## src/rtl/mc_ctrl_hs.sv

```systemverilog
// mc_ctrl_hs: multicycle MIPS control unit. The memory states wait on a
// memreq/memready handshake and are guarded by a bus timeout. It optionally
// supports addi/bne/j and flags illegal instructions.
module mc_ctrl_hs #(
    parameter int TIMEOUT = 16,
    parameter bit EXT_EN  = 1'b1
) (
    input  logic       clk,
    input  logic       reset,
    input  logic [5:0] op,
    input  logic [5:0] funct,
    input  logic       zero,
    input  logic       memready,
    output logic       memreq,
    output logic       memwrite,
    output logic       memtoreg,
    output logic       regdst,
    output logic       regwrite,
    output logic       alusrca,
    output logic       lord,
    output logic       irwrite,
    output logic       pcen,
    output logic [1:0] alusrcb,
    output logic [1:0] pcsrc,
    output logic [2:0] alucontrol,
    output logic       illegal,
    output logic       buserr
);

    // Keep at least one counter bit so that TIMEOUT=0 still elaborates.
    localparam int CW = (TIMEOUT > 0) ? $clog2(TIMEOUT + 1) : 1;
    localparam logic [CW:0] TO_VAL = (CW + 1)'(TIMEOUT);

    localparam logic [5:0] OP_RTYPE = 6'b000000;
    localparam logic [5:0] OP_LW    = 6'b100011;
    localparam logic [5:0] OP_SW    = 6'b101011;
    localparam logic [5:0] OP_BEQ   = 6'b000100;
    localparam logic [5:0] OP_BNE   = 6'b000101;
    localparam logic [5:0] OP_ADDI  = 6'b001000;
    localparam logic [5:0] OP_J     = 6'b000010;

    typedef enum logic [3:0] {
        S_FETCH, S_DECODE, S_MEMADR, S_MEMRD, S_MEMWB, S_MEMWR, S_EXEC,
        S_ALUWB, S_BRANCH, S_ADDIEX, S_ADDIWB, S_JUMP, S_ERROR
    } state_t;

    state_t          r_state;
    state_t          w_next;
    logic [5:0]      r_op;
    logic [CW-1:0]   r_cnt;
    logic            r_buserr;
    logic [CW:0]     w_cnt_inc;
    logic            w_wait;
    logic            w_funct_ok;
    logic [2:0]      w_alu_f;
    logic            w_memreq, w_memwrite, w_regwrite, w_irwrite, w_pcen, w_illegal;

    assign w_wait    = ((r_state == S_FETCH) || (r_state == S_MEMRD) ||
                        (r_state == S_MEMWR)) && !memready;
    assign w_cnt_inc = {1'b0, r_cnt} + {{CW{1'b0}}, 1'b1};

    // State register.
    always_ff @(posedge clk or posedge reset) begin
        if (reset) r_state <= S_FETCH;
        else       r_state <= w_next;
    end

    // Opcode latch, wait-cycle counter and sticky bus error flag.
    always_ff @(posedge clk or posedge reset) begin
        if (reset) begin
            r_op     <= 6'd0;
            r_cnt    <= '0;
            r_buserr <= 1'b0;
        end else begin
            if (r_state == S_DECODE) r_op <= op;
            if (w_next != r_state)   r_cnt <= '0;
            else if (w_wait)         r_cnt <= w_cnt_inc[CW-1:0];
            if (w_next == S_ERROR)   r_buserr <= 1'b1;
        end
    end

    // Function-field decode for R-type ALU operations.
    always_comb begin
        w_funct_ok = 1'b1;
        w_alu_f    = 3'b010;
        case (funct)
            6'b100000: w_alu_f = 3'b010;
            6'b100010: w_alu_f = 3'b110;
            6'b100100: w_alu_f = 3'b000;
            6'b100101: w_alu_f = 3'b001;
            6'b101010: w_alu_f = 3'b111;
            default:   w_funct_ok = 1'b0;
        endcase
    end

    // Next-state and per-state datapath controls.
    always_comb begin
        w_next     = r_state;
        w_memreq   = 1'b0;
        w_memwrite = 1'b0;
        w_regwrite = 1'b0;
        w_irwrite  = 1'b0;
        w_pcen     = 1'b0;
        w_illegal  = 1'b0;
        memtoreg   = 1'b0;
        regdst     = 1'b0;
        alusrca    = 1'b0;
        lord       = 1'b0;
        alusrcb    = 2'b00;
        pcsrc      = 2'b00;
        alucontrol = 3'b010;
        case (r_state)
            S_FETCH: begin
                w_memreq  = 1'b1;
                alusrcb   = 2'b01;
                w_irwrite = memready;
                w_pcen    = memready;
                if (memready) w_next = S_DECODE;
            end
            S_DECODE: begin
                alusrcb = 2'b11;
                w_next  = S_FETCH;
                case (op)
                    OP_LW, OP_SW: w_next = S_MEMADR;
                    OP_RTYPE: if (w_funct_ok) w_next = S_EXEC; else w_illegal = 1'b1;
                    OP_BEQ:   w_next = S_BRANCH;
                    OP_BNE:   if (EXT_EN) w_next = S_BRANCH; else w_illegal = 1'b1;
                    OP_ADDI:  if (EXT_EN) w_next = S_ADDIEX; else w_illegal = 1'b1;
                    OP_J:     if (EXT_EN) w_next = S_JUMP;   else w_illegal = 1'b1;
                    default:  w_illegal = 1'b1;
                endcase
            end
            S_MEMADR: begin
                alusrca = 1'b1;
                alusrcb = 2'b10;
                w_next  = (r_op == OP_SW) ? S_MEMWR : S_MEMRD;
            end
            S_MEMRD: begin
                w_memreq = 1'b1;
                lord     = 1'b1;
                if (memready) w_next = S_MEMWB;
            end
            S_MEMWB: begin
                w_regwrite = 1'b1;
                memtoreg   = 1'b1;
                w_next     = S_FETCH;
            end
            S_MEMWR: begin
                w_memreq   = 1'b1;
                w_memwrite = 1'b1;
                lord       = 1'b1;
                if (memready) w_next = S_FETCH;
            end
            S_EXEC: begin
                alusrca    = 1'b1;
                alucontrol = w_alu_f;
                w_next     = S_ALUWB;
            end
            S_ALUWB: begin
                w_regwrite = 1'b1;
                regdst     = 1'b1;
                w_next     = S_FETCH;
            end
            S_BRANCH: begin
                alusrca    = 1'b1;
                alucontrol = 3'b110;
                pcsrc      = 2'b01;
                w_pcen     = (r_op == OP_BNE) ? !zero : zero;
                w_next     = S_FETCH;
            end
            S_ADDIEX: begin
                alusrca = 1'b1;
                alusrcb = 2'b10;
                w_next  = S_ADDIWB;
            end
            S_ADDIWB: begin
                w_regwrite = 1'b1;
                w_next     = S_FETCH;
            end
            S_JUMP: begin
                pcsrc  = 2'b10;
                w_pcen = 1'b1;
                w_next = S_FETCH;
            end
            S_ERROR: w_next = S_ERROR;
            default: w_next = S_FETCH;
        endcase
        // Bus timeout: the final wait cycle that still sees no memready.
        if (w_wait && (TIMEOUT != 0) && (w_cnt_inc == TO_VAL)) w_next = S_ERROR;
    end

    // Strobes are held off while reset is asserted.
    assign memreq   = w_memreq   & ~reset;
    assign memwrite = w_memwrite & ~reset;
    assign regwrite = w_regwrite & ~reset;
    assign irwrite  = w_irwrite  & ~reset;
    assign pcen     = w_pcen     & ~reset;
    assign illegal  = w_illegal  & ~reset;
    assign buserr   = r_buserr;

endmodule
```

## config.mk

```make
export PLATFORM = sky130hd
export DESIGN_NAME = mc_ctrl_hs
export DESIGN_NICKNAME = d
export VERILOG_FILES = /design/src/rtl/mc_ctrl_hs.sv
export SDC_FILE = /design/constraint.sdc
export NUM_CORES = 1
export LEC_CHECK = 0
export BUFFER_PORTS_ARGS = -buffer_cell sky130_fd_sc_hd__buf_2
export CAP_MARGIN = 20
export CORE_MARGIN = 3
export CORE_UTILIZATION = 48
export CTS_CLUSTER_SIZE = 20
export DETAILED_ROUTE_END_ITERATION = 8
export PLACE_DENSITY = 0.72
export SYNTH_ARGS = -nofsm -noshare
export SYNTH_HDL_FRONTEND = slang
export SYNTH_SLANG_ARGS = --single-unit
```

## constraint.sdc

```tcl
create_clock -name clk -period 1.83 [get_ports clk]
set_input_delay 0.0915 -clock clk [delete_from_list [all_inputs] [get_ports clk]]
set_output_delay 0.0915 -clock clk [all_outputs]
set_load 0.01 [all_outputs]
```

==> results of run 1 <==
[power by group]
part / switching, W / total, W / internal, W
clock: 0.000107 / 0.000184 / 0.0000763
combinational: 0.00103 / 0.00217 / 0.00114
sequential: 0.000117 / 0.000602 / 0.000485
[flip-flops by register name (all words and copies together), names as in the netlist]
name	count
buserr	1
r_cnt	5
r_state	4
r_op	6
[critical path, cell delays in order (launching register included)]
cell	delay, ns
dfrtp_1	0.42
ha_4	0.20
xnor2_4	0.18
a31oi_4	0.12
nor4b_4	0.40
a2111oi_2	0.10
a31oi_2	0.29
nor2_1	0.08
[metrics by stage]
stage | setup WS (ns) | instance area, um^2 | setup TNS [ns]
global route | -0.181 | 2030 | -0.963
global placement | -0.0491 | 1720 | -0.219
finish | -0.0715 | 2030 | -0.361
floorplan | 0.00611 | 1440 | 0
detailed placement | -0.219 | 1720 | -1.01
CTS | -0.129 | 1920 | -0.569
[cell families after synthesis]
family | after synthesis
AO/OA/AOI/OAI | 33
XOR/XNOR | 10
adder cells (fa/ha/maj) | 2
buffers and inverters | 18
flip-flops | 16
multiplexers | 9
AND/OR/NAND/NOR | 80
[cell usage after synthesis, types with 3 or more instances]
cell / instances / area [um^2]
nor2_1: 27 / 101
xnor2_1: 4 / 35.0
nand2b_1: 7 / 43.8
a31oi_1: 3 / 18.8
mux2_2: 6 / 67.6
nand2_1: 8 / 30.0
inv_1: 7 / 26.3
dfrtp_1: 16 / 400
mux2i_1: 3 / 30.0
buf_6: 3 / 33.8
a21oi_1: 6 / 30.0
o21ai_0: 5 / 25.0
nor3_1: 11 / 55.1
nand3_1: 4 / 20.0
xor2_1: 5 / 43.8
clkbuf_1: 5 / 18.8
o22ai_1: 3 / 18.8
[placed cells by master (no fill, tap or decap), types with 5 or more instances in the layout]
master / synthesis / final
nor2_1: 27 / 26
buf_2: 1 / 33
nor3_1: 11 / 9
buf_6: 3 / 7
a21oi_1: 6 / 6
mux2_2: 6 / 6
buf_4: 2 / 23
dfrtp_1: 16 / 13
inv_1: 7 / 7
xor2_1: 5 / 5
nand2_1: 8 / 8
[final cells by class]
type / instances / area, um^2
well taps: 31 / 38.8
clock buffers: 3 / 22.5
flip-flops and latches: 16 / 404
multi-input cells: 134 / 1080
inverters: 7 / 26.3
fillers: 200 / 776
repair buffers: 66 / 462
[worst max-delay path by stage]
stage                     startpoint       end
after floorplan             r_cnt[0]  r_cnt[1]
after detailed placement    r_cnt[0]  r_cnt[4]
after global placement      r_cnt[0]  r_cnt[0]
after global routing         r_op[4]      pcen
final                       r_cnt[0]  r_cnt[4]
after CTS                    r_op[4]      pcen
[routing by layer]
| layer | vias to the layer above | share of wire | GRT usage |
|---|---|---|---|
| met4 | 0 | 0 | 0.0464 |
| met2 | 53 | 0.50 | 0.405 |
| met1 | 737 | 0.45 | 0.316 |
| met5 | - | 0 | 0 |
| met3 | 0 | 0.050 | 0.0319 |
| li1 | 729 | - | - |
[what timing repair did]
item	CTS	global route
hold buffers	1	0
endpoints found under the hold margin	16	0
endpoints found under the setup margin	13	13
resized for setup	18	18
pin swaps	14	11
setup buffers	13	2
==> impl_metrics.toml, run 1 <==
[synthesis]
netlist_area_um2 = 1440
yosysSeqAreaShare = 0.278
yosys.area_share.simple = 0.334
ys_ff_latch = 16
syn_nets = 186
ys_async_sr_fraction = 1.00
synthAdderAreaFrac = 0.0174
yosysWarnings = 0
ys.flop_type = "dfrtp_1"
synthMuxAreaShare = 0.0677
yosysUniqueCellTypes = 51
synth-edff-count = 0
synth_compound_area_frac = 0.168
synth_xor_area_frac = 0.0660
netlist_instances = 168
postSynthAreaPerCell_um2 = 8.58
synth_top_family_by_area = "simple AND/OR/NAND/NOR gates"

[die]
initial_core_util = 0.514
die_w_um = 60.8
num_rows = 19
core_area_um2 = 2810
ios = 34
fp.dieH_um = 60.8
dieArea_um2 = 3700

[flow_run]
max_cap_violations = 0

[power_and_ir_drop]
ir_drop_mv = 0.734
powerDensity_nw_per_um2 = 1460
totalPowerFinal_w = 0.00296
leakagePower_nw = 0.898

[critical_path]
cp-end-kind = "register"
timing.rr.end = "r_cnt[4]"
r2r-start = "r_cnt[0]"
start_kind = "register"
reg2regPathDepth = 7
rrSetupSlack_ns = -0.07
crit_arrival_ns = 2.07
critPathKind = "register to register"
worst-endpoint-required_ns = 1.99
critPathMaxFanout = 5

[sta]
setup_viol = 6
clock.fmax_ghz = 0.526
final-max-slew-violation-count = 0
setup_ws_ns = -0.0715
slew_headroom = 0.704
rsz0062_at_grt = "true"
tightest_slew_ns = 0.440
fin_crit_ns = 1.90
hold_violations = 0
period_share = 1.04
hold_ws_ns = 0.123
skew_ns = 0.00134

[finish]
finalNetCount = 246
final_util = 0.723
area_growth_pct = 40.8
drive_above_1_share = 0.469
fin_cells = 257
n_antenna_cell = 0

[route]
drt_pass1_iterations = 4
vias_per_cell = 5.91
totalWireLength_um = 4080
drt_iter0_markers = 85
routedWlPerCell_um = 15.9
drc_errors = 0
ant_nets = 0
num_vias = 1519

[min_path]
hp-class = "primary input to register"
min_from = "op[5]"
hold_path_depth = 2
whs_endpoint = "r_op[5]"

[clock_tree]
cts_buffers = 3
clk_pin_slew_ns = 0.09
clk-insertion-delay-late_ns = 0.28
htreeDepth = 1
clockRootBuffer = "clkbuf_4"
cts_sinks = 16
cts_tree = "built"
clockBufferDepth = 2

[grt]
antenna_found_initial = 0
track_usage = 0.235
grt_pass1_wl_um = 6620
grt_pass1_vias = 1489
overflow = 0
grt_max_degree = 22

[placed_design]
dp.cells = 239
post-dp-hpwl_um = 2930
globalplace.congestion = 0.830
portBuffers = 33

[status]
violations = "setup timing"
status = "finished, violations left"
No activity file was read; power rests on OpenSTA's default activity.
==> inputs of run 2 (changes only) <==
Settings changed: ABC_AREA from default to 1, CORE_UTILIZATION 48 to 47, TNS_END_PERCENT from default to 1.
==> run 2 against run 1 <==
The run now ends clean. Highest routed layer is now met4. Critical path depth decreased by 1. Synthesized cell count increased by 21%. Utilization decreased by 4.8 points. Largest cell class unchanged. Critical path type is now register to primary output. First-iteration DRC count decreased by 20%.
==> impl_metrics.toml, run 2 <==
[die]
initial_core_util = 0.504
num_rows = 18
fp.dieH_um = 58.3
die_w_um = 58.3
core_area_um2 = 2540
dieArea_um2 = 3390
ios = 34

[critical_path]
timing.rr.end = "r_cnt[0]"
crit_arrival_ns = 1.72
cpMaxStageDelayCell = "dfrtp_2"
reg2regPathDepth = 12
critical_path.endpoint = "alucontrol[0]"
r2r-start = "r_state[0]"
start_kind = "register"
rrSetupSlack_ns = 0.07
critPathKind = "register to primary output"
critPathMaxStageDelay_ns = 0.47
cp-end-kind = "primary output"
crit_path_cell_trace = "inv_2 > nor2_4 > nand2_4 > or2_2 > o22ai_2 > buf_2"
critPathLaunch = "r_state[2]"
critPathMaxFanout = 6
worst-endpoint-required_ns = 1.74

[grt]
track_usage = 0.197
grt_max_degree = 17
antenna_found_initial = 0
grt_pass1_wl_um = 5220
grt_pass1_vias = 1219
overflow = 0

[sta]
rsz0062_at_grt = "true"
setup_ws_ns = 0.0203
fin_crit_ns = 1.81
tightest_slew_ns = 0.438
skew_ns = 0.00785
clock.fmax_ghz = 0.553
setup_viol = 0
hold_violations = 0
slew_headroom = 0.706
period_share = 0.989
final-max-slew-violation-count = 0

[placed_design]
globalplace.congestion = 0.938
place_worst_setup_slack_ns = 0.00721
dp.cells = 269
post-dp-hpwl_um = 2500
portBuffers = 33

[synthesis]
netlist_instances = 203
ys_async_sr_fraction = 1.00
yosysSeqAreaShare = 0.312
yosys-top-cells-area = "dfrtp_1 (31%), nand2_1 (13%), inv_1 (11%)"
synth.most_common_cell = "nand2_1"
yosysUniqueCellTypes = 27
ys_ff_latch = 16
yosysWarnings = 0
synth_common_cells = "nand2_1 (46), inv_1 (38), nor2_1 (34)"
synth-edff-count = 0
ys.flop_type = "dfrtp_1"
synth_top_area_share = 0.312
yosysTopAreaCell = "dfrtp_1"
postSynthAreaPerCell_um2 = 6.32
syn_nets = 221
netlist_area_um2 = 1280

[finish]
fin_cells = 283
reg.largest.list = "r_op (6), r_cnt (5), r_state (4)"
final_cell_mix = "nand2_1 (41), buf_2 (33), inv_1 (31)"
drive_above_1_share = 0.352
largest_register_ffs = 6
top_register = "r_op"
n_antenna_cell = 0
final_common_cell = "nand2_1"
finalNetCount = 272
area_growth_pct = 33.9
final_util = 0.676

[route]
vias_per_cell = 5.08
routedWlPerCell_um = 12.1
drt_pass1_iterations = 4
highest_layer = "met4"
routed-wl-met3_um = 181
totalWireLength_um = 3440
ant_nets = 0
num_vias = 1439
m1WireLength_um = 1600
drc_errors = 0
drt_iter0_markers = 68
met2WireLength_um = 1640

[power_and_ir_drop]
ir_drop_mv = 0.912
powerDensity_nw_per_um2 = 1170
leakagePower_nw = 0.992

[clock_tree]
cts_sinks = 16
clk_pin_slew_ns = 0.10
clockRootBuffer = "clkbuf_4"
htreeDepth = 1
cts_buffers = 3
clk-insertion-delay-late_ns = 0.29
cts_tree = "built"
clockBufferDepth = 2

[status]
status = "completed"

[flow_run]
max_cap_violations = 0

[min_path]
hp-class = "primary input to register"
hold_path_depth = 3
==> run 2: cell types whose count changed after synthesis, sizes merged, moves of 6 or more <==
cell	before	now
buf	6	0
inv	7	40
nand2	8	49
nand2b	7	0
nand3	4	20
nor2	27	40
nor3	13	4
==> run 2: cell type report <==
class / instances / area, um^2
Multi-Input combinational cell: 147 / 822
Inverter: 40 / 150
Timing Repair Buffer: 46 / 269
Fill cell: 226 / 826
Clock buffer: 4 / 36.3
Tap cell: 30 / 37.5
Sequential cell: 16 / 404
==> run 2: critical path: cells and delay by family (launching register included) <==
| family | cells | cell delay, ns |
|---|---|---|
| buffers and inverters | 2 | 0.24 |
| AO/OA/AOI/OAI | 1 | 0.14 |
| flip-flops | 1 | 0.47 |
| AND/OR/NAND/NOR | 3 | 0.60 |
==> run 2: how the worst min path moves through the flow <==
stage	from	end	slack (ns)
6_report	op[1]	r_op[1]	0.07
3_5_place_dp	reset	r_cnt[2]	0.20
2_1_floorplan	reset	buserr	0.01
5_1_grt	memready	r_cnt[2]	0.07
4_1_cts	memready	r_cnt[2]	0.07
3_3_place_gp	reset	r_cnt[2]	0.20
==> run 2: through the flow <==
step	TNS (ns)	instance area, um^2	total power [W]	hold WS (ns)
global placement	0	1510	0.00155	0.202
finish	0	1720	0.00200	0.0725
detailed placement	0	1510	0.00156	0.204
global route	-0.228	1720	0.00216	0.0691
floorplan	0	1280	0.00126	0.0133
CTS	-0.0214	1570	0.00183	0.0696
==> run 2: logic make-up (layout without fill, tap and decap cells) <==
family / Yosys count / count (layout) / share of synthesized area
flops: 16 / 16 / 0.312
xor+xnor: 1 / 1 / 0.00682
fa+ha+maj: 2 / 2 / 0.0195
simple gates: 123 / 123 / 0.446
compound gates: 20 / 20 / 0.0897
buf+inv: 40 / 90 / 0.117
mux: 1 / 1 / 0.00877
==> run 2: report_power, final <==
group          switching [W]  internal (W)
Clock               0.000110      0.000121
Combinational       0.000721      0.000470
Sequential          0.000113      0.000470
Total               0.000944       0.00106
==> run 2: timing repair <==
action,in CTS,in global routing
pin swaps,0,7
setup endpoints to repair,4,6
gates resized for setup,1,32
endpoints found under the hold margin,16,0
buffers inserted,2,7
hold buffers,1,0
==> run 2: per-layer routing <==
| layer | vias up | GRT usage |
|---|---|---|
| li1 | 750 | - |
| met1 | 643 | 0.293 |
| met2 | 44 | 0.303 |
| met3 | 2 | 0.0267 |
| met4 | 0 | 0.0397 |
| met5 | - | 0 |
==> inputs of run 3 (changes only) <==
Settings changed: BUFFER_PORTS_ARGS -buffer_cell sky130_fd_sc_hd__buf_2 to default, CORE_ASPECT_RATIO from default to 0.75, CORE_UTILIZATION 47 to 56, DONT_BUFFER_PORTS from default to 1, PLACE_DENSITY 0.72 to 0.71.
==> run 3 against run 2 <==
Sequential power up 3%. Maximum frequency is 2.3% higher. Clock power about the same. Sequential cell count unchanged. Count of clock-buffer cells in the layout unchanged. Largest power group unchanged.
==> impl_metrics.toml, run 3 (synthesized netlist as in run 2, its figures left out) <==
[placed_design]
globalplace.congestion = 0.959
portBuffers = 0
post-dp-hpwl_um = 2520
place_worst_setup_slack_ns = 0.0901
dpl_cell_area_um2 = 1340
dp.cells = 231

[clock_tree]
clockBufferDepth = 2
htreeDepth = 1
clockRootBuffer = "clkbuf_4"
clk-insertion-delay-late_ns = 0.29
cts_buffers = 3
cts_tree = "built"
cts_sinks = 16
clk_pin_slew_ns = 0.08

[finish]
top_register = "r_op"
reg.largest.list = "r_op (6), r_cnt (5), r_state (4)"
fin_cells = 243
regArea_um2 = 405
finalNetCount = 238
n_antenna_cell = 0
n_fill_cell = 181
final_cell_mix = "nand2_1 (45), inv_1 (37), nor2_1 (28)"
area_growth_pct = 17.5
finalInstanceArea_um2 = 1510
multi_input_area_um2 = 782
drive_above_1_share = 0.187
largest_register_ffs = 6
final_common_cell = "nand2_1"

[sta]
clock.fmax_ghz = 0.565
fin_crit_ns = 1.77
setup_viol = 0
period_share = 0.967
setup_ws_ns = 0.0610
slew_headroom = 0.713
hold_ws_ns = 0.00992
hold_violations = 0
skew_ns = 0.0112
final-max-slew-violation-count = 0
rsz0062_at_grt = "true"
tightest_slew_ns = 0.426

[die]
fp.dieH_um = 47.5
die_w_um = 61.3
ios = 34
dieArea_um2 = 2910
core_area_um2 = 2080
num_rows = 14
initial_core_util = 0.616

[route]
num_vias = 1347
drc_errors = 0
vias_per_cell = 5.54
routedWlPerCell_um = 13.7
totalWireLength_um = 3340
drt_pass1_iterations = 4
ant_nets = 0
drt_iter0_markers = 77

[power_and_ir_drop]
ir_drop_mv = 0.915
p_sw_frac = 0.488
powerDensity_nw_per_um2 = 1190
power_frac_seq = 0.334
p_int_w = 0.000921
leakagePower_nw = 0.821
switchingPower_w = 0.000878
comb_power_share = 0.539
totalPowerFinal_w = 0.00180
power.share.clock = 0.127

[status]
status = "completed"

[critical_path]
cp-end-kind = "primary output"
reg2regPathDepth = 13
crit_arrival_ns = 1.68
worst-endpoint-required_ns = 1.74
critPathMaxFanout = 6
start_kind = "register"
critPathKind = "register to primary output"

[grt]
grt_pass1_vias = 1052
antenna_found_initial = 0
overflow = 0
grt_max_degree = 18
track_usage = 0.220
grt_pass1_wl_um = 4660

[min_path]
hold_path_depth = 2
hp-class = "primary input to register"

[flow_run]
max_cap_violations = 0
[run 3: changes by cell type in the layout (fill, tap and decap cells not counted), sizes merged]
cell,change
dlygate4sd3,+4
buf,-38
[run 3: path summary, 6_finish.rpt]
check	from	to	slack, ns
worst max-delay path	r_state[3]	alucontrol[0]	0.06
worst min-delay path	op[2]	r_op[2]	0.01
worst max register to register	r_cnt[0]	r_cnt[0]	0.10
worst min register to register	r_op[0]	r_op[0]	0.51
max in group asynchronous	reset	r_state[0]	1.33
min in group asynchronous	reset	r_cnt[3]	0.28
[run 3: routing by layer]
layer | share of wire | global-route usage
met1 | 0.48 | 0.352
met2 | 0.40 | 0.308
met3 | 0.11 | 0.0377
met4 | 0.0051 | 0.0476
met5 | 0 | 0
[run 3: cell type report]
| type | count | share of cell area |
|---|---|---|
| timing repair buffer | 12 | 0.0680 |
| inverter | 40 | 0.101 |
| tap | 24 | 0.0199 |
| multi-input combinational | 147 | 0.518 |
| clock buffer | 4 | 0.0240 |
| sequential | 16 | 0.269 |
[run 3: worst max-delay path, stage by stage, from the launching register on]
cell,delay [ns]
dfrtp_2,0.45
buf_4,0.15
nor2_4,0.15
nand2_2,0.12
or2_2,0.34
o22ai_4,0.18
[run 3: power groups by stage]
stage	Sequential (W)	Combinational [W]	Clock, W
after floorplan	0.000555	0.000703	0
after global placement	0.000574	0.000882	0
after detailed placement	0.000577	0.000897	0
after CTS	0.000570	0.000913	0.000233
after global routing	0.000613	0.00107	0.000255
final	0.000600	0.000969	0.000229
[run 3: through the flow]
stage / TNS, ns / util
final: 0 / 0.724
after global routing: -0.164 / 0.724
after global placement: 0 / 0.645
after detailed placement: 0 / 0.645
after CTS: 0 / 0.689
after floorplan: 0 / -
[run 3: what timing repair did]
| item | 4_1_cts | 5_1_grt |
|---|---|---|
| gates cloned | 0 | 0 |
| hold buffers | 5 | 0 |
| pin swaps | 0 | 1 |
| endpoints found under the setup margin | 1 | 7 |
| gates resized for setup | 1 | 18 |
| hold endpoints to repair | 20 | 0 |
| setup buffers | 0 | 3 |
